===== src/rtl/output_channel_reservation_buffer.sv =====
`default_nettype none
// ============================================================================
// output_channel_reservation_buffer
//   Output FIFO whose slots are claimed ahead of time by the trigger stage and
//   filled later by the execute stage; misuse is latched in a sticky flag.
// Revision: 1.0 - initial release
// ============================================================================
module output_channel_reservation_buffer #(
  parameter int DEPTH      = 4,
  parameter int TAG_WIDTH  = 3,
  parameter int DATA_WIDTH = 32
) (
  input  logic                         clk,
  input  logic                         rst_n,
  input  logic                         i_reserve,
  input  logic                         i_release,
  input  logic                         i_enqueue,
  input  logic [TAG_WIDTH-1:0]         i_enqueue_tag,
  input  logic [DATA_WIDTH-1:0]        i_enqueue_data,
  input  logic                         i_downstream_ready,
  output logic                         o_output_valid,
  output logic [TAG_WIDTH-1:0]         o_output_tag,
  output logic [DATA_WIDTH-1:0]        o_output_data,
  output logic                         o_full,
  output logic                         o_reserved_full,
  output logic [$clog2(DEPTH+1)-1:0]   o_occupancy,
  output logic [$clog2(DEPTH+1)-1:0]   o_reservations,
  output logic                         o_protocol_error
);

  localparam int PTR_W = $clog2(DEPTH);
  localparam int CNT_W = $clog2(DEPTH + 1);
  localparam int ENT_W = TAG_WIDTH + DATA_WIDTH;

  localparam logic [PTR_W-1:0] PTR_ONE   = 1;
  localparam logic [CNT_W-1:0] DEPTH_CNT = DEPTH[CNT_W-1:0];
  localparam logic [CNT_W:0]   DEPTH_SUM = DEPTH[CNT_W:0];

  logic [ENT_W-1:0] mem_q [DEPTH];

  logic [PTR_W-1:0] wr_ptr_q, wr_ptr_d;
  logic [PTR_W-1:0] rd_ptr_q, rd_ptr_d;
  logic [CNT_W-1:0] occ_q, occ_d;
  logic [CNT_W-1:0] res_q, res_d;
  logic             valid_q, valid_d;
  logic             full_q, full_d;
  logic             rfull_q, rfull_d;
  logic             perr_q, perr_d;

  logic             rsv_acc;
  logic             enq_acc;
  logic             rel_acc;
  logic             deq;
  logic [CNT_W-1:0] rsv_inc;
  logic [CNT_W-1:0] enq_inc;
  logic [CNT_W-1:0] rel_inc;
  logic [CNT_W-1:0] deq_inc;
  logic [CNT_W-1:0] res_after_enq;

  // Acceptance decisions look only at registered state, so every output
  // stays free of any combinational path from the inputs.
  always_comb begin
    rsv_acc       = i_reserve && !rfull_q;
    enq_acc       = i_enqueue && (res_q != '0);
    deq           = valid_q && i_downstream_ready;
    enq_inc       = {{(CNT_W-1){1'b0}}, enq_acc};
    res_after_enq = res_q - enq_inc;
    // A release cannot reclaim the reservation an enqueue is consuming.
    rel_acc       = i_release && (res_after_enq != '0);
    rsv_inc       = {{(CNT_W-1){1'b0}}, rsv_acc};
    rel_inc       = {{(CNT_W-1){1'b0}}, rel_acc};
    deq_inc       = {{(CNT_W-1){1'b0}}, deq};
  end

  always_comb begin
    wr_ptr_d = wr_ptr_q;
    rd_ptr_d = rd_ptr_q;
    if (enq_acc) begin
      wr_ptr_d = wr_ptr_q + PTR_ONE;
    end
    if (deq) begin
      rd_ptr_d = rd_ptr_q + PTR_ONE;
    end

    occ_d   = occ_q + enq_inc - deq_inc;
    res_d   = res_after_enq + rsv_inc - rel_inc;
    valid_d = (occ_d != '0);
    full_d  = (occ_d == DEPTH_CNT);
    rfull_d = (({1'b0, occ_d} + {1'b0, res_d}) == DEPTH_SUM);

    perr_d  = perr_q
            | (i_reserve && !rsv_acc)
            | (i_enqueue && !enq_acc)
            | (i_release && !rel_acc);
  end

  always_ff @(posedge clk or negedge rst_n) begin
    if (!rst_n) begin
      wr_ptr_q <= '0;
      rd_ptr_q <= '0;
      occ_q    <= '0;
      res_q    <= '0;
      valid_q  <= 1'b0;
      full_q   <= 1'b0;
      rfull_q  <= 1'b0;
      perr_q   <= 1'b0;
    end else begin
      wr_ptr_q <= wr_ptr_d;
      rd_ptr_q <= rd_ptr_d;
      occ_q    <= occ_d;
      res_q    <= res_d;
      valid_q  <= valid_d;
      full_q   <= full_d;
      rfull_q  <= rfull_d;
      perr_q   <= perr_d;
    end
  end

  // Storage is not reset; valid_q gates whether the head is meaningful.
  always_ff @(posedge clk) begin
    if (enq_acc) begin
      mem_q[wr_ptr_q] <= {i_enqueue_tag, i_enqueue_data};
    end
  end

  assign o_output_valid   = valid_q;
  assign o_output_tag     = mem_q[rd_ptr_q][ENT_W-1:DATA_WIDTH];
  assign o_output_data    = mem_q[rd_ptr_q][DATA_WIDTH-1:0];
  assign o_full           = full_q;
  assign o_reserved_full  = rfull_q;
  assign o_occupancy      = occ_q;
  assign o_reservations   = res_q;
  assign o_protocol_error = perr_q;

endmodule
`default_nettype wire

===== config.mk =====
export PLATFORM = sky130hd
export DESIGN_NAME = output_channel_reservation_buffer
export DESIGN_NICKNAME = d
export VERILOG_FILES = /design/src/rtl/output_channel_reservation_buffer.sv
export SDC_FILE = /design/constraint.sdc
export NUM_CORES = 1
export LEC_CHECK = 0
export ABC_AREA = 1
export BUFFER_PORTS_ARGS = -buffer_cell sky130_fd_sc_hd__buf_4
export CORE_AREA = 2 2 107 109
export CTS_BUF_LIST = sky130_fd_sc_hd__clkbuf_8
export DETAILED_ROUTE_END_ITERATION = 6
export DIE_AREA = 0 0 109 111
export PLACE_DENSITY = 0.8
export SYNTH_ARGS = -nofsm -noshare
export SYNTH_HDL_FRONTEND = slang
export SYNTH_SLANG_ARGS = --single-unit
export TNS_END_PERCENT = 50

===== constraint.sdc =====
create_clock -name clk -period 3.95 [get_ports clk]
set_input_delay 0.5925 -clock clk [delete_from_list [all_inputs] [get_ports clk]]
set_output_delay 0.5925 -clock clk [all_outputs]
set_load 0.02 [all_outputs]

Word-level counts from Yosys, hierarchy flattened
Memories as Yosys holds them, arrays and structs flattened.
Cells that the tools add are included.
{ "op_classes": {"n_reduce_logical": 14, "div_mod_pow": 0, "n_bitwise": 3, "order_cmp": 0, "shifts": 0, "eq_ne": 2, "n_mux": 2, "n_addsub": 8, "multipliers": 0} }
{ "ops": {"columns": ["operator", "count"], "rows": [
  ["3-bit nonzero test", 3],
  ["3-bit by 1-bit subtractor with 3-bit output", 3],
  ["1-bit logical AND", 7],
  ["3-bit by 1-bit adder with 3-bit output", 2],
  ["2-bit by 1-bit adder with 2-bit output (second input constant)", 2],
  ["3-bit by 3-bit adder with 4-bit output", 1],
  ["4-bit by 3-bit == test with 1-bit output (second input constant)", 1],
  ["1-bit zero test", 4],
  ["3-bit == test (second input constant)", 1],
  ["1-bit bitwise OR", 3],
  ["1-bit 2-to-1 mux", 2]
]} }
{ "totals": {"n_memories": 1, "register_bits": 14, "latch_bits": 0, "output_inout_bits": 45, "wordCells": 38, "ram_bits": 140, "input_bits": 41, "mem_bits_ro": 0} }
{ "memory_table": {"columns": ["memory", "depth", "width", "read_ports", "rd_ports_with_merged_regs", "wr", "line_no", "text"], "rows": [
  ["mem_q", 4, 35, 1, 0, 1, "39", "logic [ENT_W-1:0] mem_q [DEPTH];"]
]} }

Depth between registers and ports, before layout
Gate-level depths: netlist of run 1.
{ "logic_depth": {"word_depth": 8, "mapped_depth": 24, "ltp_nobuf": 24} }

Worst setup path after synthesis of run 1
Ideal clock, no wire load.
{ "synth_path": {"path_kind": "register -> register", "start": "register res_q[1], in the netlist o_reservations[1]", "end": "register rfull_q, in the netlist o_reserved_full", "slack_ns": 0.580, "period_less_slack_ns": 3.370, "path_buffers": 0, "t_required_ns": 3.887, "setup_time_ns": 0.063, "arrival_time_ns": 3.307, "stages_incl_launch_ff": 20, "cell_sequence": "dfrtp_1 -> nor2_1 -> nand2_1 -> nand2_2 -> inv_1 -> ha_1 -> ha_1 -> nand2_1 -> inv_1 -> a21boi_0 -> ha_1 -> inv_1 -> ha_1 -> inv_1 -> fa_1 -> fa_1 -> nand3b_1 -> nor2_1 -> nand2_1 -> inv_1"} }
{ "synth_via": {"elab_chain_cells": 8, "word_cells_on_any_way": 11, "classes_between": "add/sub: 6; eq/ne: 1; reduce/logical: 4"} }
{ "synth_rtl": {"columns": ["element", "line_no", "text"], "rows": [
  ["from (decl)", "44", "logic [CNT_W-1:0] res_q, res_d;"],
  ["from (signal assigned)", "111", "res_q <= res_d;"],
  ["3-bit nonzero test (*)", "64", "enq_acc = i_enqueue && (res_q != '0);"],
  ["1-bit logical AND (*)", "64", null],
  ["named net enq_acc", "51", "logic enq_acc;"],
  ["branches (longest 4 deep; another with 3-bit by 1-bit subtractor with 3-bit output)", null, null],
  ["3-bit by 3-bit adder with 4-bit output (*)", "89", "rfull_d = (({1'b0, occ_d} + {1'b0, res_d}) == DEPTH_SUM);"],
  ["4-bit by 3-bit == test with 1-bit output (*)", "89", null],
  ["named net rfull_d", "47", "logic rfull_q, rfull_d;"],
  ["to (signal assigned)", "114", "rfull_q <= rfull_d;"],
  ["to (decl)", "47", null]
]} }
Mark *: on every way through the listed nets, which the timed path passes.
A chain may end at the register's enable or synchronous reset.

Worst setup path after layout of run 1
{ "layout_path": {"start": "register res_q[1], in the netlist o_reservations[1]", "end": "register rfull_q, in the netlist o_reserved_full"} }
{ "layout_via": {"elab_chain_cells": 8, "word_cells_on_any_way": 11, "classes_between": "add/sub: 6; eq/ne: 1; reduce/logical: 4"} }
{ "layout_rtl": {"columns": ["element", "line_no", "text"], "rows": [
  ["3-bit nonzero test (*)", "64", null],
  ["1-bit logical AND (*)", "64", null],
  ["named net enq_acc", "51", null],
  ["3-bit by 1-bit subtractor with 3-bit output (*)", "67", "res_after_enq = res_q - enq_inc;"],
  ["branches (longest 2 deep; another with 3-bit by 1-bit adder with 3-bit output)", null, null],
  ["3-bit by 1-bit subtractor with 3-bit output (*)", "86", "res_d = res_after_enq + rsv_inc - rel_inc;"],
  ["named net res_d[2]", "44", null],
  ["3-bit by 3-bit adder with 4-bit output (*)", "89", null],
  ["4-bit by 3-bit == test with 1-bit output (*)", "89", null],
  ["named net rfull_d", "47", null]
]} }
Marks and branches as above.

==> impl_results.md, run 1 <==
* Outcome: finished, final reports clean
* Max Cap Viol at 0
* Worst Tran Pin Value at roughly 1.2 ns
* Critical path arrival at 3.89 ns
* Overflow after GRT at 0
* Total track usage at 20.56%
* Worst Setup Start Kind: register
* TritonCTS clock tree: done
* Post-synth EDFFs at between 100 and 150
* Largest net degree at the start of global routing at 72
* Clk_skew at about 0.013 ns
* Synthesis-to-finish area growth at 18.40%
* GPL Wtd Cong at 0.7627
* Detailed Route WL at 11,800 µm
* Final layout net count at 631
* DIE WIDTH at 109 µm
* Final worst path period share at around 90%
* Pleak at 2.919 nW
* Seq/Total Area, Yosys at 72.11%
* Gate power share at between 40% and 50%
* Row cnt at 39
* Most frequent cell after synthesis: edfxtp_1
* Clock share of power at 20.7%
* Fmax at around 280 MHz
* Unrepaired setup endpoints after global routing: false
* Vias per cell at 5.289
* Placed wire-length estimate at 6941 µm
* # DRC at 0
* Required @ worst endpoint at 4.30 ns
* Resized Gates After CTS at 0
* Area of the mapped netlist at about 0.0063 mm²
* Die area at 0.01210 mm²
* Root Buffer: clkbuf_8
* Internal power at 3.916 mW
* CORE AREA at approximately 0.011 mm²
* Synthesized instance count at slightly below 500
* Area contributors post-synth: edfxtp_1, dfrtp_1, nor2_1
* Peak VDD IR at about 0.64 mV
* Synth top area share at 66.56%
* Multi-input gate area at roughly 0.0015 mm²
* DRT iter0 DRCs at 292
* Ports at 86
* Synthesis warning total at 0
* DRT Pass-1 Iters at 7
* Post-route antenna net violation count at 0
* Port buffer count at 85
* Non-filler cells, final at 730
* Main synth FF type: edfxtp_1
* Clk_lat worst skew at 0.45 ns
* Initial core utilization at 57.02%
* Clock sinks at 154
* ANT cells at 0
* CTS buffer count at 17
* Worst setup EP type: register
* #FFs+latches synth at 154
* Number of global-route vias before repair at 3,845
* Tmin final at between 3 and 4 ns
* First-pass GRT wire length at 18,470 µm
* Largest area contributor in the netlist: edfxtp_1
* Bufs on Longest Clock Path at 2
* Initial antenna violation count at 0
* Share of layout cells above drive strength 1 at 21.81%
* Final Hold Fails at 0
* Setup_tns at 0 ns
* H-tree depth at 4
* Yosys cell types at 23
* Register area at 0.004557 mm²
* Fillcell total at 768
* Routed wire per std cell at 16.17 µm
* Dpl cells at 697
* Die height at between 100 and 150 µm
* Worst Hold Class: in2reg
* P_sw at 2.382 mW
* Detailed-route via count at 3,861
* Switch share at a little under two fifths
* Setup Viol. Count Final at 0
* Asr flop ratio synth at 9.091%
* PwrDens at 842.1 mW/mm²
* Syn Nets at 544
* Syn_area_per_cell at 12.97 µm²
* Reg power frac at 38.2%
* Clock transition at path regs at 0.08 ns
* Max-slew violations at 0
* Top cells by count, synth: edfxtp_1, nor2_1, nand2_1
* Worst Path Max Fanout at 4
* Critical path class: reg2reg
* Hold buffers post-CTS at 1
* Worst rel slew slack at approximately 22%
* Setup bufs post-CTS at 0
==> routing by layer <==
metal / GRT usage (%) / share of wire [%] / vias to the layer above
met5: 0 / 0 / -
met4: 7.436 / 1.8 / 0
met3: 6.114 / 5.7 / 18
met2: 35.24 / 53 / 110
met1: 24.30 / 40 / 1870
li1: - / - / 1863
==> critical path: stages (launching register included) <==
cell      delay, ns
dfrtp_1        0.41
nor2_1         0.17
nand2_1        0.13
nand2_2        0.08
inv_1          0.04
ha_1           0.18
ha_1           0.34
nand2_1        0.09
inv_1          0.05
a21boi_0       0.18
ha_1           0.25
inv_1          0.06
ha_1           0.13
inv_1          0.05
fa_1           0.42
xor2_1         0.17
nand2_1        0.06
nand2_1        0.06
ha_1           0.29
nor2_1         0.13
nor2_1         0.06
nand2_1        0.05
inv_1          0.04
==> final timing paths <==
check | from | depth (start not counted) | endpoint | slack [ns]
worst max-delay path | o_reservations[1] | 22 | o_reserved_full | 0.41
worst min-delay path | i_enqueue_data[25] | 1 | mem_q[3][25] | 0.34
worst max register to register | o_reservations[1] | 22 | o_reserved_full | 0.41
worst min register to register | wr_ptr_q[0] | 2 | wr_ptr_q[0] | 0.56
max in group asynchronous | rst_n | 2 | rd_ptr_q[1] | 3.23
min in group asynchronous | rst_n | 2 | o_reservations[0] | 0.53
==> flip-flops by register name (all words and copies together) (netlist names) <==
name / cells
o_full: 1
o_output_valid: 1
o_protocol_error: 1
o_reservations: 3
rd_ptr_q: 2
wr_ptr_q: 2
o_reserved_full: 1
o_occupancy: 3
mem_q: 140
==> placed cells by master (no fill, tap or decap), drive strengths merged <==
cell,Yosys,layout
a21boi,1,1
a21oi,1,1
buf,20,90
bufinv,0,5
clkbuf,3,17
clkinv,0,5
clkinvlp,0,3
dfrtp,14,14
dlygate4sd3,0,1
edfxtp,140,140
fa,3,3
ha,13,13
inv,33,35
nand2,61,61
nand3,5,5
nand3b,1,1
nor2,84,84
o21a,35,35
o21ai,70,70
xnor2,1,1
xor2,2,2
==> final cells by class <==
class	instances	area share (%)
repair buffers	91	9.168
clock buffers	17	3.129
flip-flops and latches	154	60.93
inverters	33	1.723
clock inverters	15	2.777
well taps	143	2.393
multi-input cells	277	19.88
==> through the flow <==
step	utilization [%]	total power, mW	hold slack [ns]	setup slack, ns	cell area, µm²
CTS	67.51	6.353	0.3240	0.3928	7478
detailed placement	63.44	5.056	0.4521	0.3782	7027
finish	67.51	6.298	0.3374	0.4146	7478
floorplan	-	4.179	0.2969	0.5805	6316
global route	67.51	6.715	0.3177	0.1017	7478
global placement	63.44	4.906	0.4507	0.5658	7027
==> power groups by stage <==
| stage | Clock, mW | Combinational (mW) | Sequential (mW) |
|---|---|---|---|
| floorplan | 0 | 1.85 | 2.33 |
| global placement | 0 | 2.48 | 2.42 |
| detailed placement | 0 | 2.61 | 2.44 |
| CTS | 1.31 | 2.63 | 2.41 |
| global route | 1.38 | 2.89 | 2.44 |
| finish | 1.30 | 2.59 | 2.41 |
==> cell families after synthesis <==
kind of cell | share of synthesized area (%)
flops | 72.11
simple gates | 9.212
compound gates | 9.905
buf+inv | 4.834
fa+ha+maj | 3.526
xor+xnor | 0.4161
(Power assumes the default switching activity.)
==> inputs of run 2 (changes only) <==
--- a/config.mk
+++ b/config.mk
@@ -5,12 +5,11 @@
 export SDC_FILE = /design/constraint.sdc
 export NUM_CORES = 1
 export LEC_CHECK = 0
-export ABC_AREA = 1
 export BUFFER_PORTS_ARGS = -buffer_cell sky130_fd_sc_hd__buf_4
-export CORE_AREA = 2 2 107 109
+export CORE_AREA = 2 2 104 106
 export CTS_BUF_LIST = sky130_fd_sc_hd__clkbuf_8
 export DETAILED_ROUTE_END_ITERATION = 6
-export DIE_AREA = 0 0 109 111
+export DIE_AREA = 0 0 106 108
 export PLACE_DENSITY = 0.8
 export SYNTH_ARGS = -nofsm -noshare
 export SYNTH_HDL_FRONTEND = slang
==> impl_results.md, run 2 <==
* Overflow after GRT at 0
* Post-route antenna net violation count at 0
* Most frequent cell after synthesis: edfxtp_1
* Worst setup EP type: register
* CP max-delay cell: dfrtp_1
* Unrepaired setup endpoints after global routing: false
* Area contributors post-synth: edfxtp_1, mux4_2, dfrtp_1
* Peak VDD IR at slightly below 0.6 mV
* Ports at 86
* Crit-path cells: nor3_2, nor2b_1, ha_1, ha_1, xnor2_1, and3_1, nor2b_1, ha_1, inv_1, ha_1, inv_1, fa_1, xnor2_1, xnor2_1, ha_1, or2_2, a21oi_1
* Yosys cell types at 24
* Max Cap Viol at 0
* Pleak at 2.586 nW
* Initial antenna violation count at 0
* Total track usage at 18.42%
* Setup bufs post-CTS at 0
* Synthesized instance count at 261
* DRT iter0 DRCs at 151
* Clock share of power at 20.1%
* Gate power share at 38.1%
* Routed wire per std cell at 18.76 µm
* #FFs+latches synth at 154
* Placed wire-length estimate at 5760 µm
* CTS buffer count at 17
* Number of global-route vias before repair at 2,941
* Asr flop ratio synth at about 9.1%
* Cell Area, Placed at 0.006690 mm²
* Most frequent cells in the layout: edfxtp_1, buf_4, mux4_2
* Reg power frac at 41.8%
* Top cells by count, synth: edfxtp_1, mux4_2, inv_1
* H-tree depth at 4
* P_sw at 1.908 mW
* Initial core utilization at slightly below 60%
* Clk_skew at between 0.01 and 0.015 ns
* Commonest non-fill, non-tap cell in the layout: edfxtp_1
* Largest register FFs at 140
* Largest Register: mem_q
* Outcome: finished, final reports clean
* Port buffer count at 85
* Pre-CTS WS at roughly 0.077 ns
* First-pass GRT wire length at around 15,000 µm
* CORE AREA at 0.01023 mm²
* Setup Viol. Count Final at 0
* Synth top area share at 70.68%
* Bufs on Longest Clock Path at 2
* DIE WIDTH at 106 µm
* Syn_area_per_cell at 22.79 µm²
* Crit-path max cell delay at 0.41 ns
* Die area at 0.01145 mm²
* Clk_lat worst skew at 0.42 ns
* Worst Hold Class: in2reg
* ANT cells at 0
* Final layout net count at 417
* Vias per cell at 5.388
* GPL Wtd Cong at 0.7440
* Worst Path Max Fanout at 3
* Final Hold Fails at 0
* PwrDens at 807.1 mW/mm²
* Post-route cell area at a little over 0.007 mm²
* Critical path class: reg2reg
* Row cnt at 37
* Setup_tns at 0 ns
* Clock transition at path regs at 0.08 ns
* Critical path arrival at 4.14 ns
* # DRC at 0
* Largest delay share family, worst path: adder cells
* Max-slew violations at 0
* Share of layout cells above drive strength 1 at between 40% and 50%
* Fmax at 263.7 MHz
* Worst Tran Pin Value at 0.9669 ns
* Worst rel slew slack at a little over a third
* Util after Layout at 69.35%
* TritonCTS clock tree: done
* Syn Nets at roughly 320
* Synthesis-to-finish area growth at 19.29%
* Detailed Route WL at around 9500 µm
* Most frequent CP cell: ha_1
* Largest net degree at the start of global routing at 37
* Clock sinks at 154
* Largest area contributor in the netlist: edfxtp_1
* Die height at roughly 110 µm
* Internal power at about 3.8 mW
* Worst Setup Start Kind: register
* Buf+Inv Stages, Crit Path at 2
* Synthesis warning total at 0
* Final worst path period share at 96.00%
* Hold WS at 0.3642 ns
* Required @ worst endpoint at 4.30 ns
* Switch share at ~33%
* DRT Pass-1 Iters at 4
* Area of the mapped netlist at 0.005948 mm²
* Detailed-route via count at 2,737
* Seq/Total Area, Yosys at 76.57%
* Post-synth EDFFs at 140
* Main synth FF type: edfxtp_1
* Worst Slack Setup Final at 0.1580 ns
* Root Buffer: clkbuf_8
* Tmin final at 3.792 ns
==> run 2: cell types whose count changed after synthesis, moves of 5 or more <==
| cell | previous run | this run |
|---|---|---|
| o21ai_1 | 32 | 0 |
| mux4_2 | 0 | 28 |
| nand2_1 | 60 | 4 |
| inv_1 | 32 | 15 |
| and2_1 | 0 | 5 |
| o21ai_0 | 38 | 0 |
| o21a_1 | 35 | 0 |
| mux4_1 | 0 | 7 |
| buf_6 | 9 | 1 |
| nor2_1 | 83 | 2 |
| xnor2_1 | 1 | 7 |
==> run 2: worst register-to-register path, stage by stage (launching register included) <==
cell,delay (ns)
dfrtp_1,0.41
nor3_2,0.29
nor2b_1,0.12
ha_1,0.20
ha_1,0.18
xnor2_1,0.25
and3_1,0.22
nor2b_1,0.06
ha_1,0.26
inv_1,0.06
ha_1,0.14
inv_1,0.05
fa_1,0.37
xnor2_1,0.14
xnor2_1,0.24
ha_1,0.30
or2_2,0.28
a21oi_1,0.16
==> run 2: cell families (layout without fill, tap and decap cells) <==
logic type               count (synthesis)  after routing  synth area share [%]
AND/OR/NAND/NOR                         19             19                 1.683
flip-flops                             154            154                 76.57
XOR/XNOR                                 8              8                 1.178
multiplexers                            35             35                 13.69
buffers and inverters                   24            135                 2.566
adder cells (fa/ha/maj)                 16             16                 3.744
AO/OA/AOI/OAI                            5              5                0.5681
==> run 2: final cells by class <==
class / instances / area [µm²]
well taps: 136 / 170.2
clock buffers: 17 / 234.0
flip-flops and latches: 154 / 4557
clock inverters: 14 / 156.4
repair buffers: 89 / 670.6
fillers: 655 / 3136
multi-input cells: 83 / 1251
inverters: 15 / 56.30
==> run 2: final timing paths <==
path                                         start                to  slack [ns]  cells past startpoint
worst max-delay path             o_reservations[1]   o_reserved_full        0.16                     17
worst min-delay path            i_enqueue_data[14]      mem_q[2][14]        0.36                      1
worst max register to register   o_reservations[1]   o_reserved_full        0.16                     17
worst min register to register    o_protocol_error  o_protocol_error        0.58                      2
max in group asynchronous                    rst_n       rd_ptr_q[0]        3.22                      2
min in group asynchronous                    rst_n       wr_ptr_q[1]        0.54                      2
==> run 2: power by group through the flow <==
stage	Clock (mW)	Combinational, mW	Sequential, mW
finish	1.15	2.18	2.39
detailed placement	0	2.22	2.44
global route	1.25	2.38	2.44
floorplan	0	1.60	2.32
global placement	0	2.16	2.42
CTS	1.18	2.22	2.40
==> run 2: layer usage <==
layer  track usage, %  part of all wire [%]  routed length (µm)
met3            5.907                   5.8                 557
met1            23.79                    42                3974
met5                0                     0                   0
met2            29.72                    51                4880
met4            7.237                   1.2                 116
==> run 2: per-stage QoR <==
stage,cells,power (mW)
floorplan,261,3.918
global placement,476,4.576
detailed placement,476,4.657
CTS,508,5.806
global route,508,6.069
finish,508,5.727
==> run 2: what timing repair did <==
| action | CTS | global route |
|---|---|---|
| resized for setup | 0 | 1 |
| hold buffers | 1 | 0 |
| endpoints found under the hold margin | 14 | 0 |
| setup endpoints to repair | 0 | 1 |
==> inputs of run 3 (changes only) <==
--- a/config.mk
+++ b/config.mk
@@ -6,11 +6,11 @@
 export NUM_CORES = 1
 export LEC_CHECK = 0
 export BUFFER_PORTS_ARGS = -buffer_cell sky130_fd_sc_hd__buf_4
-export CORE_AREA = 2 2 104 106
+export CORE_AREA = 2 2 105 107
 export CTS_BUF_LIST = sky130_fd_sc_hd__clkbuf_8
 export DETAILED_ROUTE_END_ITERATION = 6
-export DIE_AREA = 0 0 106 108
-export PLACE_DENSITY = 0.8
+export DIE_AREA = 0 0 107 109
+export PLACE_DENSITY = 0.79
 export SYNTH_ARGS = -nofsm -noshare
 export SYNTH_HDL_FRONTEND = slang
 export SYNTH_SLANG_ARGS = --single-unit
==> constraint.sdc (replaced) <==
create_clock -name clk -period 4.7 [get_ports clk]
set_input_delay 0.705 -clock clk [delete_from_list [all_inputs] [get_ports clk]]
set_output_delay 0.705 -clock clk [all_outputs]
set_load 0.02 [all_outputs]
==> impl_results.md, run 3 (synthesis results as in run 2) <==
* Outcome: finished, final reports clean
* CTS buffer count at 17
* Placed wire-length estimate at 5751 µm
* GPL Wtd Cong at 0.7169
* Gate power share at 37.9%
* Tot Pwr at 4.767 mW
* DRT iter0 DRCs at 96
* DIE WIDTH at roughly 110 µm
* Setup Viol. Count Final at 0
* Final layout net count at ~410
* Final Hold Fails at 0
* Reg power frac at 42.4%
* ANT cells at 0
* Initial antenna violation count at 0
* Critical path class: reg2reg
* Worst Hold Class: in2async
* Die area at 0.01166 mm²
* Detailed-route via count at 2,755
* Hold buffers post-CTS at 0
* Required @ worst endpoint at 5.06 ns
* Start point of the critical path: o_reservations[1]
* Total track usage at 18.05%
* Max Cap Viol at 0
* Switch share at 33.03%
* DRT Pass-1 Iters at 4
* Util after Layout at between 60% and 70%
* Vias per cell at 5.434
* Pre-CTS WS at 0.6329 ns
* CORE AREA at 0.01060 mm²
* Worst Tran Pin Value at 0.9775 ns
* Final worst path period share at 82.03%
* Routed wire per std cell at 18.80 µm
* Cell Area, Placed at 0.006680 mm²
* Row cnt at 38
* Worst r2r src: o_reservations[1]
* Post-route cell area at 0.007052 mm²
* PwrDens at 676.1 mW/mm²
* Worst Setup Start Kind: register
* Setup bufs post-CTS at 0
* Tmin final at 3.855 ns
* Unrepaired setup endpoints after global routing: false
* TritonCTS clock tree: done
* Root Buffer: clkbuf_8
* Resized Gates After CTS at 0
* Pleak at 2.579 nW
* Peak VDD IR at approximately 0.54 mV
* Setup_tns at 0 ns
* Largest Register: mem_q
* Internal power at 3.193 mW
* Critical path arrival at between 4 and 5 ns
* Port buffer count at 85
* Die height at 109 µm
* Max-slew violations at 0
* P_sw at ~1.6 mW
* Fmax at 259.4 MHz
* Overflow after GRT at 0
* Worst rel slew slack at 34.83%
* Clk_lat worst skew at 0.43 ns
* Clock sinks at 154
* Ports at 86
* Clock transition at path regs at 0.08 ns
* Clock share of power at between 10% and 20%
* Largest net degree at the start of global routing at 37
* Reg2reg path depth at 17
* Worst Slack Setup Final at roughly 0.84 ns
* First-pass GRT wire length at approximately 15,000 µm
* Worst setup EP type: register
* Number of global-route vias before repair at 2,954
* Detailed Route WL at 9530 µm
* Initial core utilization at a little under three fifths
* Largest register FFs at 140
* Clk_skew at 0.01480 ns
* Commonest non-fill, non-tap cell in the layout: edfxtp_1
* Bufs on Longest Clock Path at 2
* H-tree depth at 4
* Synthesis-to-finish area growth at 18.55%
* # DRC at 0
* Share of layout cells above drive strength 1 at between 30% and 40%
* Worst Path Max Fanout at 8
* Post-route antenna net violation count at 0
* Most frequent cells in the layout: edfxtp_1, buf_4, mux4_2
run 3: cell types whose count changed in the layout (fill, tap and decap cells not counted), sizes merged:
cell and delta:
buf -2, clkinvlp -3, dlygate4sd3 -1, inv +1
run 3: metrics by stage:
step / hold slack (ns) / std cells
5_1_grt: 0.08013 / 507
3_5_place_dp: 0.5626 / 478
6_report: 0.1005 / 507
3_3_place_gp: 0.5655 / 478
4_1_cts: 0.07644 / 507
2_1_floorplan: 0.4094 / 261
run 3: critical path, stage by stage (launching register included):
cell and delay, ns:
dfrtp_1 0.41, nor3_1 0.34, nor2b_1 0.21, ha_1 0.23, ha_1 0.18, xnor2_1 0.24, and3_1 0.21, nor2b_1 0.05
ha_1 0.26, inv_1 0.06, ha_1 0.13, inv_1 0.05, fa_1 0.37, xnor2_1 0.18, xnor2_1 0.16, ha_1 0.27
or2_2 0.27, a21oi_1 0.16
run 3: final cells by class:
cell class	instances	area, µm²
inverters	15	56.30
repair buffers	86	645.6
multi-input cells	83	1246
clock buffers	17	234.0
well taps	140	175.2
flip-flops and latches	154	4557
fillers	703	3551
clock inverters	12	137.6
run 3: worst paths after layout:
kind / slack, ns / endpoint
worst max register to register: 0.84 / o_reserved_full
max in group asynchronous: 4.39 / rd_ptr_q[1]
worst min-delay path: 0.10 / o_protocol_error
worst max-delay path: 0.84 / o_reserved_full
min in group clk: 0.47 / mem_q[3][32]
worst min register to register: 0.58 / o_protocol_error
run 3: metal layers:
metal	GRT usage (%)	wire length, µm	vias up
li1	-	-	1239
met1	22.58	3915	1411
met2	29.34	4850	87
met3	5.738	577	18
met4	8.071	186	0
met5	0	0	-
run 3: power groups by stage:
stage	combinational (mW)	clock (mW)	sequential, mW
floorplan	1.35	0	1.95
global placement	1.79	0	2.04
detailed placement	1.83	0	2.06
CTS	1.83	0.963	2.03
global route	1.96	1.01	2.06
finish	1.81	0.942	2.02
